File: config.mk
export PLATFORM = sky130hd
export DESIGN_NAME = sound_mixer_nch_flat
export DESIGN_NICKNAME = d
export VERILOG_FILES = /design/src/rtl/sound_mixer_pkg.sv /design/src/rtl/sound_mixer_nch_if.sv /design/src/rtl/mix_fade_ctrl.sv /design/src/rtl/sound_mixer_nch.sv /design/src/flat_wrapper.sv
export SDC_FILE = /design/constraint.sdc
export NUM_CORES = 1
export LEC_CHECK = 0
export BUFFER_PORTS_ARGS = -buffer_cell sky130_fd_sc_hd__buf_4
export CAP_MARGIN = 20
export CORE_ASPECT_RATIO = 1.1
export CORE_MARGIN = 2
export CORE_UTILIZATION = 40
export DETAILED_ROUTE_END_ITERATION = 16
export SLEW_MARGIN = 20
export SYNTH_ARGS = -nofsm -noshare
export SYNTH_HDL_FRONTEND = slang
export SYNTH_HIERARCHICAL = 1
export SYNTH_SLANG_ARGS = --single-unit
File: constraint.sdc
create_clock -name clk -period 17.58 [get_ports clk]
set_clock_uncertainty 0.15 [all_clocks]
set_input_delay 4.395 -clock clk [delete_from_list [all_inputs] [get_ports clk]]
set_output_delay 4.395 -clock clk [all_outputs]
set_load 0.005 [all_outputs]
File: src/rtl/sound_mixer_pkg.sv
// Shared types, constants and the clamp helper for the N-channel sound mixer.
package sound_mixer_pkg;

   typedef enum logic [1:0] {
      IDLE,
      ACCUM,
      SCALE,
      OUTPUT
   } mix_state_t;

   localparam int unsigned FADE_UNITY = 256;
   localparam int unsigned FADE_W     = 9;
   localparam int unsigned FADE_SHIFT = 8;
   localparam int unsigned SAT_W      = 32;

   // Clamp a non-negative accumulator to the largest positive out_w-bit signed value.
   function automatic logic [SAT_W-1:0] sat_u2s(input logic [SAT_W-1:0] acc,
                                                input int unsigned      out_w);
      logic [SAT_W-1:0] max_pos;
      max_pos = (SAT_W'(1) << (out_w - 1)) - SAT_W'(1);
      return (acc > max_pos) ? max_pos : acc;
   endfunction

endpackage

File: src/rtl/sound_mixer_nch_if.sv
// Sample-rate handshake and channel bus between the sound generators and the mixer.
interface sound_mixer_nch_if #(
   parameter int unsigned NUM_CH = 6,
   parameter int unsigned IN_W   = 16,
   parameter int unsigned OUT_W  = 16,
   parameter int unsigned GAIN_W = 4
);
   logic                       sample_en;
   logic [NUM_CH*IN_W-1:0]     ch_in;
   logic [NUM_CH-1:0]          ch_en;
   logic [NUM_CH*GAIN_W-1:0]   ch_gain;
   logic                       mode;
   logic                       sound_enable;
   logic signed [OUT_W-1:0]    out;
   logic                       out_valid;
   logic                       busy;
   logic                       overrun;

   modport master (
      output sample_en, ch_in, ch_en, ch_gain, mode, sound_enable,
      input  out, out_valid, busy, overrun
   );

   modport slave (
      input  sample_en, ch_in, ch_en, ch_gain, mode, sound_enable,
      output out, out_valid, busy, overrun
   );
endinterface

File: src/rtl/mix_fade_ctrl.sv
// Master fade level (0..256) stepped once per mix, and the level multiply.
module mix_fade_ctrl
   import sound_mixer_pkg::*;
#(
   parameter int unsigned OUT_W     = 16,
   parameter int unsigned FADE_STEP = 16
) (
   input  logic             clk,
   input  logic             rst,
   input  logic             step_en,
   input  logic             sound_enable,
   input  logic [OUT_W-1:0] clamped,
   output logic [OUT_W-1:0] scaled_q
);
   localparam int unsigned PROD_W = OUT_W + FADE_W;

   logic [FADE_W-1:0] level_q, level_d;
   logic [OUT_W-1:0]  scaled_d;
   logic [PROD_W-1:0] prod_c;

   // Step the level toward unity or silence without wrapping, then scale by the new level.
   always_comb begin
      level_d  = level_q;
      scaled_d = scaled_q;
      prod_c   = '0;
      if (step_en) begin
         if (sound_enable) begin
            level_d = (level_q > FADE_W'(FADE_UNITY - FADE_STEP)) ? FADE_W'(FADE_UNITY)
                                                                  : level_q + FADE_W'(FADE_STEP);
         end else begin
            level_d = (level_q < FADE_W'(FADE_STEP)) ? '0 : level_q - FADE_W'(FADE_STEP);
         end
         prod_c   = PROD_W'(clamped) * PROD_W'(level_d);
         scaled_d = OUT_W'(prod_c >> FADE_SHIFT);
      end
   end

   // Level and scaled-sample registers.
   always_ff @(posedge clk or posedge rst) begin
      if (rst) begin
         level_q  <= '0;
         scaled_q <= '0;
      end else begin
         level_q  <= level_d;
         scaled_q <= scaled_d;
      end
   end

endmodule

File: src/rtl/sound_mixer_nch.sv
// N-channel gain/bank-masked mixer with saturation and master fade, one channel per clock.
module sound_mixer_nch
   import sound_mixer_pkg::*;
#(
   parameter int unsigned       NUM_CH     = 6,
   parameter int unsigned       IN_W       = 16,
   parameter int unsigned       OUT_W      = 16,
   parameter int unsigned       GAIN_W     = 4,
   parameter int unsigned       GAIN_SHIFT = 3,
   parameter int unsigned       ACC_W      = 24,
   parameter logic [NUM_CH-1:0] BANK0_MASK = 6'b000111,
   parameter logic [NUM_CH-1:0] BANK1_MASK = 6'b111000,
   parameter int unsigned       FADE_STEP  = 16
) (
   input logic              clk,
   input logic              rst,
   sound_mixer_nch_if.slave bus
);
   localparam int unsigned IDX_W  = (NUM_CH > 1) ? $clog2(NUM_CH) : 1;
   localparam int unsigned PROD_W = IN_W + GAIN_W;

   mix_state_t         state_q, state_d;
   logic [IDX_W-1:0]   idx_q, idx_d;
   logic [ACC_W-1:0]   acc_q, acc_d;
   logic [IN_W-1:0]    ch_q   [NUM_CH];
   logic [IN_W-1:0]    ch_d   [NUM_CH];
   logic [GAIN_W-1:0]  gain_q [NUM_CH];
   logic [GAIN_W-1:0]  gain_d [NUM_CH];
   logic [NUM_CH-1:0]  mask_q, mask_d;
   logic [OUT_W-1:0]   out_q, out_d;
   logic               out_valid_q, out_valid_d;
   logic               busy_q, busy_d;
   logic               overrun_q, overrun_d;

   logic [PROD_W-1:0]  prod_c;
   logic [ACC_W-1:0]   term_c;
   logic [OUT_W-1:0]   clamped_c;
   logic               scale_c;
   logic [OUT_W-1:0]   scaled_q;

   // Contribution of the current channel: truncating gain scale, zero when masked.
   always_comb begin
      prod_c    = PROD_W'(ch_q[idx_q]) * PROD_W'(gain_q[idx_q]);
      term_c    = mask_q[idx_q] ? ACC_W'(prod_c >> GAIN_SHIFT) : '0;
      clamped_c = OUT_W'(sat_u2s(SAT_W'(acc_q), OUT_W));
      scale_c   = (state_q == SCALE);
   end

   // Mix sequencer: snapshot, accumulate, scale, publish.
   always_comb begin
      state_d     = state_q;
      idx_d       = idx_q;
      acc_d       = acc_q;
      ch_d        = ch_q;
      gain_d      = gain_q;
      mask_d      = mask_q;
      out_d       = out_q;
      out_valid_d = 1'b0;
      busy_d      = busy_q;
      overrun_d   = overrun_q;

      if (bus.sample_en && (state_q != IDLE)) begin
         overrun_d = 1'b1;
      end

      unique case (state_q)
         IDLE: begin
            if (bus.sample_en) begin
               for (int i = 0; i < NUM_CH; i++) begin
                  ch_d[i]   = bus.ch_in[i*IN_W +: IN_W];
                  gain_d[i] = bus.ch_gain[i*GAIN_W +: GAIN_W];
               end
               mask_d  = bus.ch_en & (bus.mode ? BANK1_MASK : BANK0_MASK);
               acc_d   = '0;
               idx_d   = '0;
               busy_d  = 1'b1;
               state_d = ACCUM;
            end
         end
         ACCUM: begin
            acc_d = acc_q + term_c;
            if (idx_q == IDX_W'(NUM_CH - 1)) begin
               state_d = SCALE;
            end else begin
               idx_d = idx_q + IDX_W'(1);
            end
         end
         SCALE: begin
            state_d = OUTPUT;
         end
         OUTPUT: begin
            out_d       = scaled_q;
            out_valid_d = 1'b1;
            busy_d      = 1'b0;
            state_d     = IDLE;
         end
         default: begin
            state_d = IDLE;
         end
      endcase
   end

   // State and datapath registers.
   always_ff @(posedge clk or posedge rst) begin
      if (rst) begin
         state_q     <= IDLE;
         idx_q       <= '0;
         acc_q       <= '0;
         mask_q      <= '0;
         out_q       <= '0;
         out_valid_q <= 1'b0;
         busy_q      <= 1'b0;
         overrun_q   <= 1'b0;
         for (int i = 0; i < NUM_CH; i++) begin
            ch_q[i]   <= '0;
            gain_q[i] <= '0;
         end
      end else begin
         state_q     <= state_d;
         idx_q       <= idx_d;
         acc_q       <= acc_d;
         mask_q      <= mask_d;
         out_q       <= out_d;
         out_valid_q <= out_valid_d;
         busy_q      <= busy_d;
         overrun_q   <= overrun_d;
         for (int i = 0; i < NUM_CH; i++) begin
            ch_q[i]   <= ch_d[i];
            gain_q[i] <= gain_d[i];
         end
      end
   end

   mix_fade_ctrl #(
      .OUT_W     (OUT_W),
      .FADE_STEP (FADE_STEP)
   ) u_fade (
      .clk          (clk),
      .rst          (rst),
      .step_en      (scale_c),
      .sound_enable (bus.sound_enable),
      .clamped      (clamped_c),
      .scaled_q     (scaled_q)
   );

   assign bus.out       = out_q;
   assign bus.out_valid = out_valid_q;
   assign bus.busy      = busy_q;
   assign bus.overrun   = overrun_q;

endmodule

File: src/flat_wrapper.sv
// flat-port wrapper written by rule: the top's interface ports become plain ports
module sound_mixer_nch_flat import sound_mixer_pkg::*;
#(
   parameter int unsigned       NUM_CH     = 6,
   parameter int unsigned       IN_W       = 16,
   parameter int unsigned       OUT_W      = 16,
   parameter int unsigned       GAIN_W     = 4,
   parameter int unsigned       GAIN_SHIFT = 3,
   parameter int unsigned       ACC_W      = 24,
   parameter logic [NUM_CH-1:0] BANK0_MASK = 6'b000111,
   parameter logic [NUM_CH-1:0] BANK1_MASK = 6'b111000,
   parameter int unsigned       FADE_STEP  = 16
)
  (clk, rst, bus_sample_en, bus_ch_in, bus_ch_en, bus_ch_gain, bus_mode, bus_sound_enable, bus_out, bus_out_valid, bus_busy, bus_overrun);
  sound_mixer_nch_if #(.NUM_CH(NUM_CH), .IN_W(IN_W), .OUT_W(OUT_W), .GAIN_W(GAIN_W)) bus_i ();
  input logic clk;
  input logic rst;
  input wire logic [$bits(bus_i.sample_en)-1:0] bus_sample_en;
  input wire logic [$bits(bus_i.ch_in)-1:0] bus_ch_in;
  input wire logic [$bits(bus_i.ch_en)-1:0] bus_ch_en;
  input wire logic [$bits(bus_i.ch_gain)-1:0] bus_ch_gain;
  input wire logic [$bits(bus_i.mode)-1:0] bus_mode;
  input wire logic [$bits(bus_i.sound_enable)-1:0] bus_sound_enable;
  output wire logic [$bits(bus_i.out)-1:0] bus_out;
  output wire logic [$bits(bus_i.out_valid)-1:0] bus_out_valid;
  output wire logic [$bits(bus_i.busy)-1:0] bus_busy;
  output wire logic [$bits(bus_i.overrun)-1:0] bus_overrun;
  assign bus_i.sample_en = bus_sample_en;
  assign bus_i.ch_in = bus_ch_in;
  assign bus_i.ch_en = bus_ch_en;
  assign bus_i.ch_gain = bus_ch_gain;
  assign bus_i.mode = bus_mode;
  assign bus_i.sound_enable = bus_sound_enable;
  assign bus_out = bus_i.out;
  assign bus_out_valid = bus_i.out_valid;
  assign bus_busy = bus_i.busy;
  assign bus_overrun = bus_i.overrun;
  sound_mixer_nch #(.NUM_CH(NUM_CH), .IN_W(IN_W), .OUT_W(OUT_W), .GAIN_W(GAIN_W), .GAIN_SHIFT(GAIN_SHIFT), .ACC_W(ACC_W), .BANK0_MASK(BANK0_MASK), .BANK1_MASK(BANK1_MASK), .FADE_STEP(FADE_STEP)) u_core (.clk(clk), .rst(rst), .bus(bus_i));
endmodule
======== Word-level counts from Yosys, hierarchy flattened ========
Index checks and enable logic that the tools add are counted.
W data, S select, Z words.
word-level totals
  register bits after elaboration ......... 199
  output and inout bits ................... 19
  logic and storage cells ................. 78
  bits of input ports ..................... 131
cells by class
  muxes and demuxes ....................... 26
  equal/unequal tests ..................... 7
  reductions and logical operators ........ 10
  multipliers ............................. 2
  $lt $le $gt $ge ......................... 5
  $add $sub $neg .......................... 4
  bitwise gates (word level) .............. 2
operators by type and width
  operator                count
  $bmux W16 S3            1
  $mux W16                3
  $pmux W24 S2            1
  $mux W9                 4
  $add A24 B17 Y24        1
  $gt A24 B15 Y1 const B  1
  $mul A16 B9 Y24         1
  $mux W24                1
  $mul A16 B4 Y20         1
  $mux W17                1
  $bmux W4 S3             1
  $add A9 B5 Y9 const B   1
  $gt A9 B8 Y1 const B    1
  $lt A9 B5 Y1 const B    1
  $sub A9 B5 Y9 const B   1
  $mux W4                 2
  $pmux W2 S4             1
  $reduce_and A2 Y1       4
  $and A6 B6 Y6           1
  $mux W3                 2
  $mux W6                 1
  $pmux W3 S2             1
  $reduce_bool A2 Y1      3
  $eq A2 B2 Y1 const B    2
  15 further kinds        19

======== Longest topological paths before layout ========
Gate-level depths: netlist of run 1.
  depth in word-level cells ............... 8
  mapped depth ............................ 32

======== Cells and area by module ========
Netlist of run 1, hierarchy kept.
by module, submodules not included
  module           cells an instance  instances  area each (µm²)  seq. area each (µm²)
  sound_mixer_nch  937                1          10505.1          4354.2
  mix_fade_ctrl    592                1          5375.2           625.6

======== Worst setup path after synthesis of run 1 ========
OpenSTA, ideal clock, no wires.
  path kind ............................... input port to flip-flop
  start ................................... input port bus_sound_enable
  end ..................................... register u_core.u_fade.scaled_q[14]
  arrival ................................. 9.929 ns
  path slack .............................. 7.369 ns
  buffers on the path ..................... 2
  required time ........................... 17.297 ns
  library setup time ...................... 0.133 ns
  stages on the path ...................... 23
  cells stage by stage .................... clkbuf_1 > nor2b_1 > a21oi_1 > a21oi_1 > a21oi_1 > nand2_1 > clkbuf_1 > and2_1 > fa_1 > fa_1 > fa_1 > inv_1 > fa_1 > inv_1 > ha_1 > a21o_1 > a21o_1 > a21o_1 > a221o_1 > a31o_4 > a21o_4 > a2111oi_2 > nor3_2
between the ends
  longest elaborated chain between the ends .. 3
RTL lines
  what                    RTL line             RTL
  start: declaration      flat_wrapper.sv:23   input wire logic [$bits(bus_i.sound_enable)-1:0] bus_sound_enable;
  $mux W9                 mix_fade_ctrl.sv:27  if (sound_enable) begin
  $mux W9                 mix_fade_ctrl.sv:26  if (step_en) begin
  $mul A16 B9 Y24         mix_fade_ctrl.sv:33  prod_c = PROD_W'(clamped) * PROD_W'(level_d);
  end signal: assignment  mix_fade_ctrl.sv:45  scaled_q <= scaled_d;
  end: declaration        mix_fade_ctrl.sv:13  output logic [OUT_W-1:0] scaled_q
Every way passes these cells. The select of a mux whose other input is x is not followed.
A chain may end at the register's enable or synchronous reset.

======== Worst setup path in the final report of run 1 ========
Ends and elaborated chain as after synthesis.

==> results_dict.tcl, run 1 <==
set metrics [dict create \
    fin_cells 2178 \
    clk_pin_slew_ns 0.08 \
    synthToLayoutAreaGrowth_pct 14.2 \
    fin_crit_sh 0.598 \
    utilization 0.463 \
    die_x_um 194 \
    regArea_um2 4980 \
    cts_buffers 17 \
    via_per_inst 5.13 \
    antenna_found_initial 0 \
    slew_viol_final 0 \
    status "finished clean" \
    start_util 0.405 \
    postCtsSetupRepairBufs 0 \
    num_vias 11175 \
    clkLatencyLatePin_ns 0.47 \
    coreArea_um2 39200 \
    synth-edff-count 0 \
    drive_above_1_share 0.250 \
    syn_area_um2 15900 \
    grt_max_degree 95 \
    rsz0062_at_grt "no" \
    required_ns 17.78 \
    route.antenna.remaining_nets 0 \
    slew-limit-headroom 0.363 \
    synth_commonest_cells "dfrtp_1, inv_1, mux2_2" \
    yosysTopAreaCellShare 0.314 \
    cp_max_fo 22 \
    setup_violations 0 \
    critPathCaptureType "flip-flop" \
    h-tree-depth 4 \
    n_fill_cell 3694 \
    cap_violations 0 \
    drtIter0Drc 398 \
    antenna_cells 0 \
    yosysSeqAreaShare 0.314 \
    synth.area.top_cells "dfrtp_1, fa_1, mux2_2, ha_1, inv_1" \
    critPathArrivalTime_ns 10.72 \
    port_buffers 149 \
    ys_types 79 \
    grt.total_usage 0.180 \
    synth_most_common_cell "dfrtp_1" \
    dpl.hpwl_mm 28.2 \
    synth-seq-cells 199 \
    route.detailed.drc 0 \
    cts.repair.resized 0 \
    setup-tns-final_ns 0 \
    wl_mm 35.6 \
    synth_flop_cell "dfrtp_1" \
    clock-root-buffer "clkbuf_16" \
    finalNetCount 2001 \
    numPlacedInstances 2145 \
    multi_input_area_um2 10000 \
    synth_top_area_cell "dfrtp_1" \
    syn-instance-count 1529 \
    die_h_um 213 \
    max_freq_ghz 0.0951 \
    drt_first_pass_iters 5 \
    cts_tree "yes" \
    hold_violations 0 \
    worstSetupStartpointType "input port" \
    place.gp.congestion 0.866 \
    io_pins 150 \
    layout_min_cycle_time_ns 10.52 \
    cts_hold_repair.buffers 0 \
    worstMarginPinSlew_ns 0.955 \
    synthArstFlopShare 1.00 \
    grt-ovfl-total 0 \
    yosys_warnings 6 \
    min_path_type "flip-flop to flip-flop" \
    syn_avg_cell_area_um2 10.4 \
    critPathKind "input port to flip-flop" \
    clock-sinks 199 \
    dieArea_um2 41300 \
    wl_per_cell_um 16.4 \
    cts_buffer_depth 2 \
    rows 76 \
    grt_pass1_vias 11867 \
    grt_pass1_wl_mm 59.8 \
]
## cell families after synthesis
family,after synthesis,synth area share
AO/OA/AOI/OAI,199,0.0895
multiplexers,191,0.149
XOR/XNOR,46,0.0254
flip-flops,199,0.314
other,1,0.000236
AND/OR/NAND/NOR,439,0.136
buffers and inverters,242,0.0592
adder cells (fa/ha/maj),212,0.227
## worst paths after layout
kind,slack (ns),start,end,cells past startpoint
min,0.31,u_core/bus.overrun,u_core/bus.overrun,1
min in group asynchronous,3.88,rst,u_core/u_fade/scaled_q[14],2
max in group asynchronous,12.08,rst,u_core/ch_q[7],3
max,7.06,bus_sound_enable,u_core/u_fade/scaled_q[14],21
min reg2reg,0.31,u_core/bus.overrun,u_core/bus.overrun,1
max reg2reg,9.53,u_core/idx_q[0],u_core/acc_q[20],28
## registers in the layout, summed over array words and instances (netlist names), 2 cells and up
name and count:
u_core/ch_q 96, u_core/acc_q 24, u_core/gain_q 24, u_core/bus.out 16, u_core/u_fade/scaled_q 16, u_core/u_fade/level_q 9, u_core/mask_q 6, u_core/idx_q 3
u_core/state_q 2
## cell type report
type | count | share of cell area
Clock inverter | 15 | 0.00979
Tap cell | 507 | 0.0350
Sequential cell | 199 | 0.275
Timing Repair Buffer | 163 | 0.0681
Inverter | 181 | 0.0377
Clock buffer | 17 | 0.0234
Multi-Input combinational cell | 1096 | 0.551
## routing by layer
metal	wire length (µm)	GRT usage	vias up	share of wire
met4	853	0.0583	0	0.024
met1	15100	0.218	5612	0.42
met2	17600	0.308	180	0.49
li1	-	-	5338	-
met5	0	0	-	0
met3	2050	0.0550	45	0.057
## cell usage in the layout (no fill, tap or decap), types with 16 or more instances in the layout
master     instances
mux4_2            19
inv_1            178
xnor2_1           27
xor2_1            19
ha_1              86
nand3_1           16
mux2_2           147
and3_1            22
and2_1            60
dfrtp_1          198
nor2b_1           20
mux2i_1           23
a21oi_1           58
a21o_1            24
or2_2             31
nand2_1          113
o21ai_0           29
clkbuf_16         17
buf_4            161
nor2_1           121
fa_1             126
## stage by stage
step | worst slack [ns] | cell area [µm²] | hold slack (ns)
floorplan | 7.37 | 15900 | 0.295
global placement | 6.78 | 17500 | 0.291
detailed placement | 6.62 | 17500 | 0.297
CTS | 7.11 | 18100 | 0.315
global route | 6.56 | 18100 | 0.363
finish | 7.06 | 18100 | 0.309
## worst max-delay path: stages
cell,delay [ns]
buf_4,0.14
and3b_1,0.21
a21oi_2,0.70
and2_0,0.73
nand2_1,0.17
fa_1,0.56
inv_1,0.05
fa_1,0.49
inv_1,0.05
fa_1,0.47
inv_1,0.05
fa_1,0.47
ha_1,0.34
a21oi_1,0.23
o211ai_1,0.17
nor3b_1,0.30
a211oi_2,0.17
a31o_4,0.28
a21o_4,0.22
a2111oi_2,0.42
nor3_2,0.09
Power of run 1 is not shown: default switching activity piles up to over one toggle a cycle in this logic, so the estimate is an artifact.
==> inputs of run 2 (changes only) <==
Settings changed: ABC_AREA from default to 1.
Clock period 17.58 ns to 10.1 ns, I/O delays scaled along.
==> run 2 against run 1 <==
- register-to-register slack worse by 6.1 ns
- critical path type unchanged
- via count grew 28%
- count of clock-buffer cells in the layout grew 1
==> results_dict.tcl, run 2 <==
set metrics [dict create \
    antenna_cells 0 \
    reg_top3 "u_core/ch_q (96), u_core/acc_q (24), u_core/gain_q (24)" \
    synth_top_area_cell "dfrtp_1" \
    grt-ovfl-total 0 \
    synth_most_common_cell "nand2_1" \
    min_to "u_core/bus.out[0]" \
    largest_reg_flops 96 \
    r2r_cells 26 \
    cpMostUsedCell "inv_1" \
    synthAdderAreaFrac 0.220 \
    crit_slowest_cell "fa_1" \
    timing.hold.ws_ns 0.322 \
    route.detailed.drc 0 \
    place_ws_ns 2.35 \
    drive_above_1_share 0.105 \
    io_pins 150 \
    synth_commonest_cells "nand2_1, inv_1, nor2_1" \
    slew_viol_final 0 \
    cts_tree "yes" \
    synthToLayoutAreaGrowth_pct 13.9 \
    num_vias 14318 \
    critPathCaptureType "flip-flop" \
    path_cells "buf_4, inv_1, nand2_1, inv_1, o21ai_0, nand2_1, inv_1, nor2_1, fa_1, fa_1, fa_1, inv_1, fa_1, inv_1, ha_1, nand2_1, nor2_1, nand4_1, o21ai_1, nand2_1, o21ai_1, xor2_1, o21ai_1" \
    fin_crit_sh 0.721 \
    worstMarginPinSlew_ns 1.03 \
    regMostFlops "u_core/ch_q" \
    die_h_um 216 \
    synth.area.top_cells "dfrtp_1, nand2_1, fa_1, inv_1, ha_1" \
    yosys_warnings 6 \
    h-tree-depth 4 \
    worstSetupStartpointType "input port" \
    wl_mm 44.6 \
    syn_avg_cell_area_um2 7.35 \
    crit_family "adder cells" \
    synthXorXnorAreaFrac 0.0102 \
    clock-sinks 199 \
    grtUsageMet1 0.278 \
    grt.busiest_layer "met2" \
    yosysTopAreaCellShare 0.305 \
    cts_buffers 17 \
    grt_pass1_wl_mm 74.0 \
    drtIter0Drc 856 \
    synth-seq-cells 199 \
    finalNetCount 2674 \
    synthSimpleGateAreaFrac 0.251 \
    synth_compound_area_frac 0.111 \
    synthArstFlopShare 1.00 \
    grt.total_usage 0.218 \
    start_util 0.405 \
    mostFrequentLayoutCells "nand2_1, inv_1, nor2_1" \
    synthMuxAreaShare 0 \
    synth_top_family_by_area "simple AND/OR/NAND/NOR gates" \
    grt_max_degree 98 \
    synth-edff-count 0 \
    clkLatencyLatePin_ns 0.46 \
    r2r_start "u_core/idx_q[0]" \
    rsz0062_at_grt "no" \
    cp_max_fo 12 \
    yosysSeqAreaShare 0.305 \
    grt.met3_usage 0.0305 \
    coreArea_um2 40300 \
    via_per_inst 5.01 \
    clk_pin_slew_ns 0.08 \
    synth_flop_cell "dfrtp_1" \
    die_x_um 197 \
    wl_per_cell_um 15.6 \
    ys_types 50 \
    required_ns 10.26 \
    critPathArrivalTime_ns 7.45 \
    grt_util_met2 0.387 \
    utilization 0.462 \
    cts_buffer_depth 2 \
    status "finished clean" \
    r2r-end "u_core/acc_q[16]" \
    cap_violations 0 \
    cts_hold_repair.buffers 0 \
    antenna_found_initial 0 \
    clock-root-buffer "clkbuf_16" \
    layout_min_cycle_time_ns 7.29 \
    setup_slack_ns 2.81 \
    min_path_type "flip-flop to flip-flop" \
    rows 77 \
    hold_violations 0 \
    place.gp.congestion 0.852 \
    reg2reg_slack_ns 3.40 \
    dpl.hpwl_mm 34.3 \
    holdPathStages 2 \
    postCtsSetupRepairBufs 0 \
    dieArea_um2 42400 \
    final_common_cell "nand2_1" \
    min_from "u_core/u_fade/scaled_q[0]" \
    syn-instance-count 2220 \
    cts.repair.resized 0 \
    n_fill_cell 4068 \
    slowest_delay_ns 0.58 \
    slew-limit-headroom 0.315 \
    route.antenna.remaining_nets 0 \
    grt_pass1_vias 14667 \
    max_freq_ghz 0.137 \
    port_buffers 149 \
    worst-path-buf-inv 6 \
    critPathKind "input port to flip-flop" \
    setup_violations 0 \
    setup-tns-final_ns 0 \
    drt_first_pass_iters 5 \
    syn_area_um2 16300 \
]
[run 2: cell types whose count changed in the layout (fill, tap and decap cells not counted), sizes merged, moves of 31 or more]
cell   change
nand2    +622
inv      +176
mux2     -147
o21ai    +137
nor2      +87
and2      -60
nand3     +32
a21oi     +31
[run 2: per-stage QoR]
step / cell area [µm²] / cells
finish: 18600 / 2857
global route: 18600 / 2857
floorplan: 16300 / 2223
detailed placement: 17900 / 2825
global placement: 17900 / 2825
CTS: 18600 / 2857
[run 2: worst max path at each step]
| stage | start | cells past startpoint | to | slack (ns) |
|---|---|---|---|---|
| after global placement | bus_sound_enable | 24 | u_core/u_fade/scaled_q[13] | 2.45 |
| after floorplan | rst | 1 | u_core/acc_q[0] | 2.71 |
| final | bus_sound_enable | 23 | u_core/u_fade/scaled_q[13] | 2.81 |
| after global routing | bus_sound_enable | 23 | u_core/u_fade/scaled_q[13] | 2.43 |
| after CTS | bus_sound_enable | 22 | u_core/u_fade/scaled_q[13] | 2.85 |
| after detailed placement | bus_sound_enable | 22 | u_core/u_fade/scaled_q[13] | 2.35 |
[run 2: layout make-up]
class	count	area, µm²	share of cell area
Tap cell	513	642	0.0345
Sequential cell	199	4980	0.268
Clock inverter	14	260	0.0140
Inverter	361	1360	0.0733
Timing Repair Buffer	161	1210	0.0650
Multi-Input combinational cell	1591	9710	0.522
Clock buffer	18	429	0.0231
[run 2: tightest hold or removal path, stage by stage (launching register included)]
cell,delay (ns)
dfrtp_1,0.34
nand2_1,0.05
nand2_1,0.06
[run 2: routing by layer]
metal  vias up  wire length [µm]
met1      6909             19400
li1       7065                 -
met4         0               796
met3        40              1690
met2       304             22700
met5         -                 0
[run 2: kinds of logic (layout without fill, tap and decap cells)]
group,count (synthesis),after routing
adders and majority gates,212,212
other,1,4
and+or+nand+nor,1026,1026
xor gates and xnor gates,19,19
DFF,199,199
AOI/OAI and AO/OA,330,330
buffers and inverters,433,554
Power of run 2 is left out for the same reason.
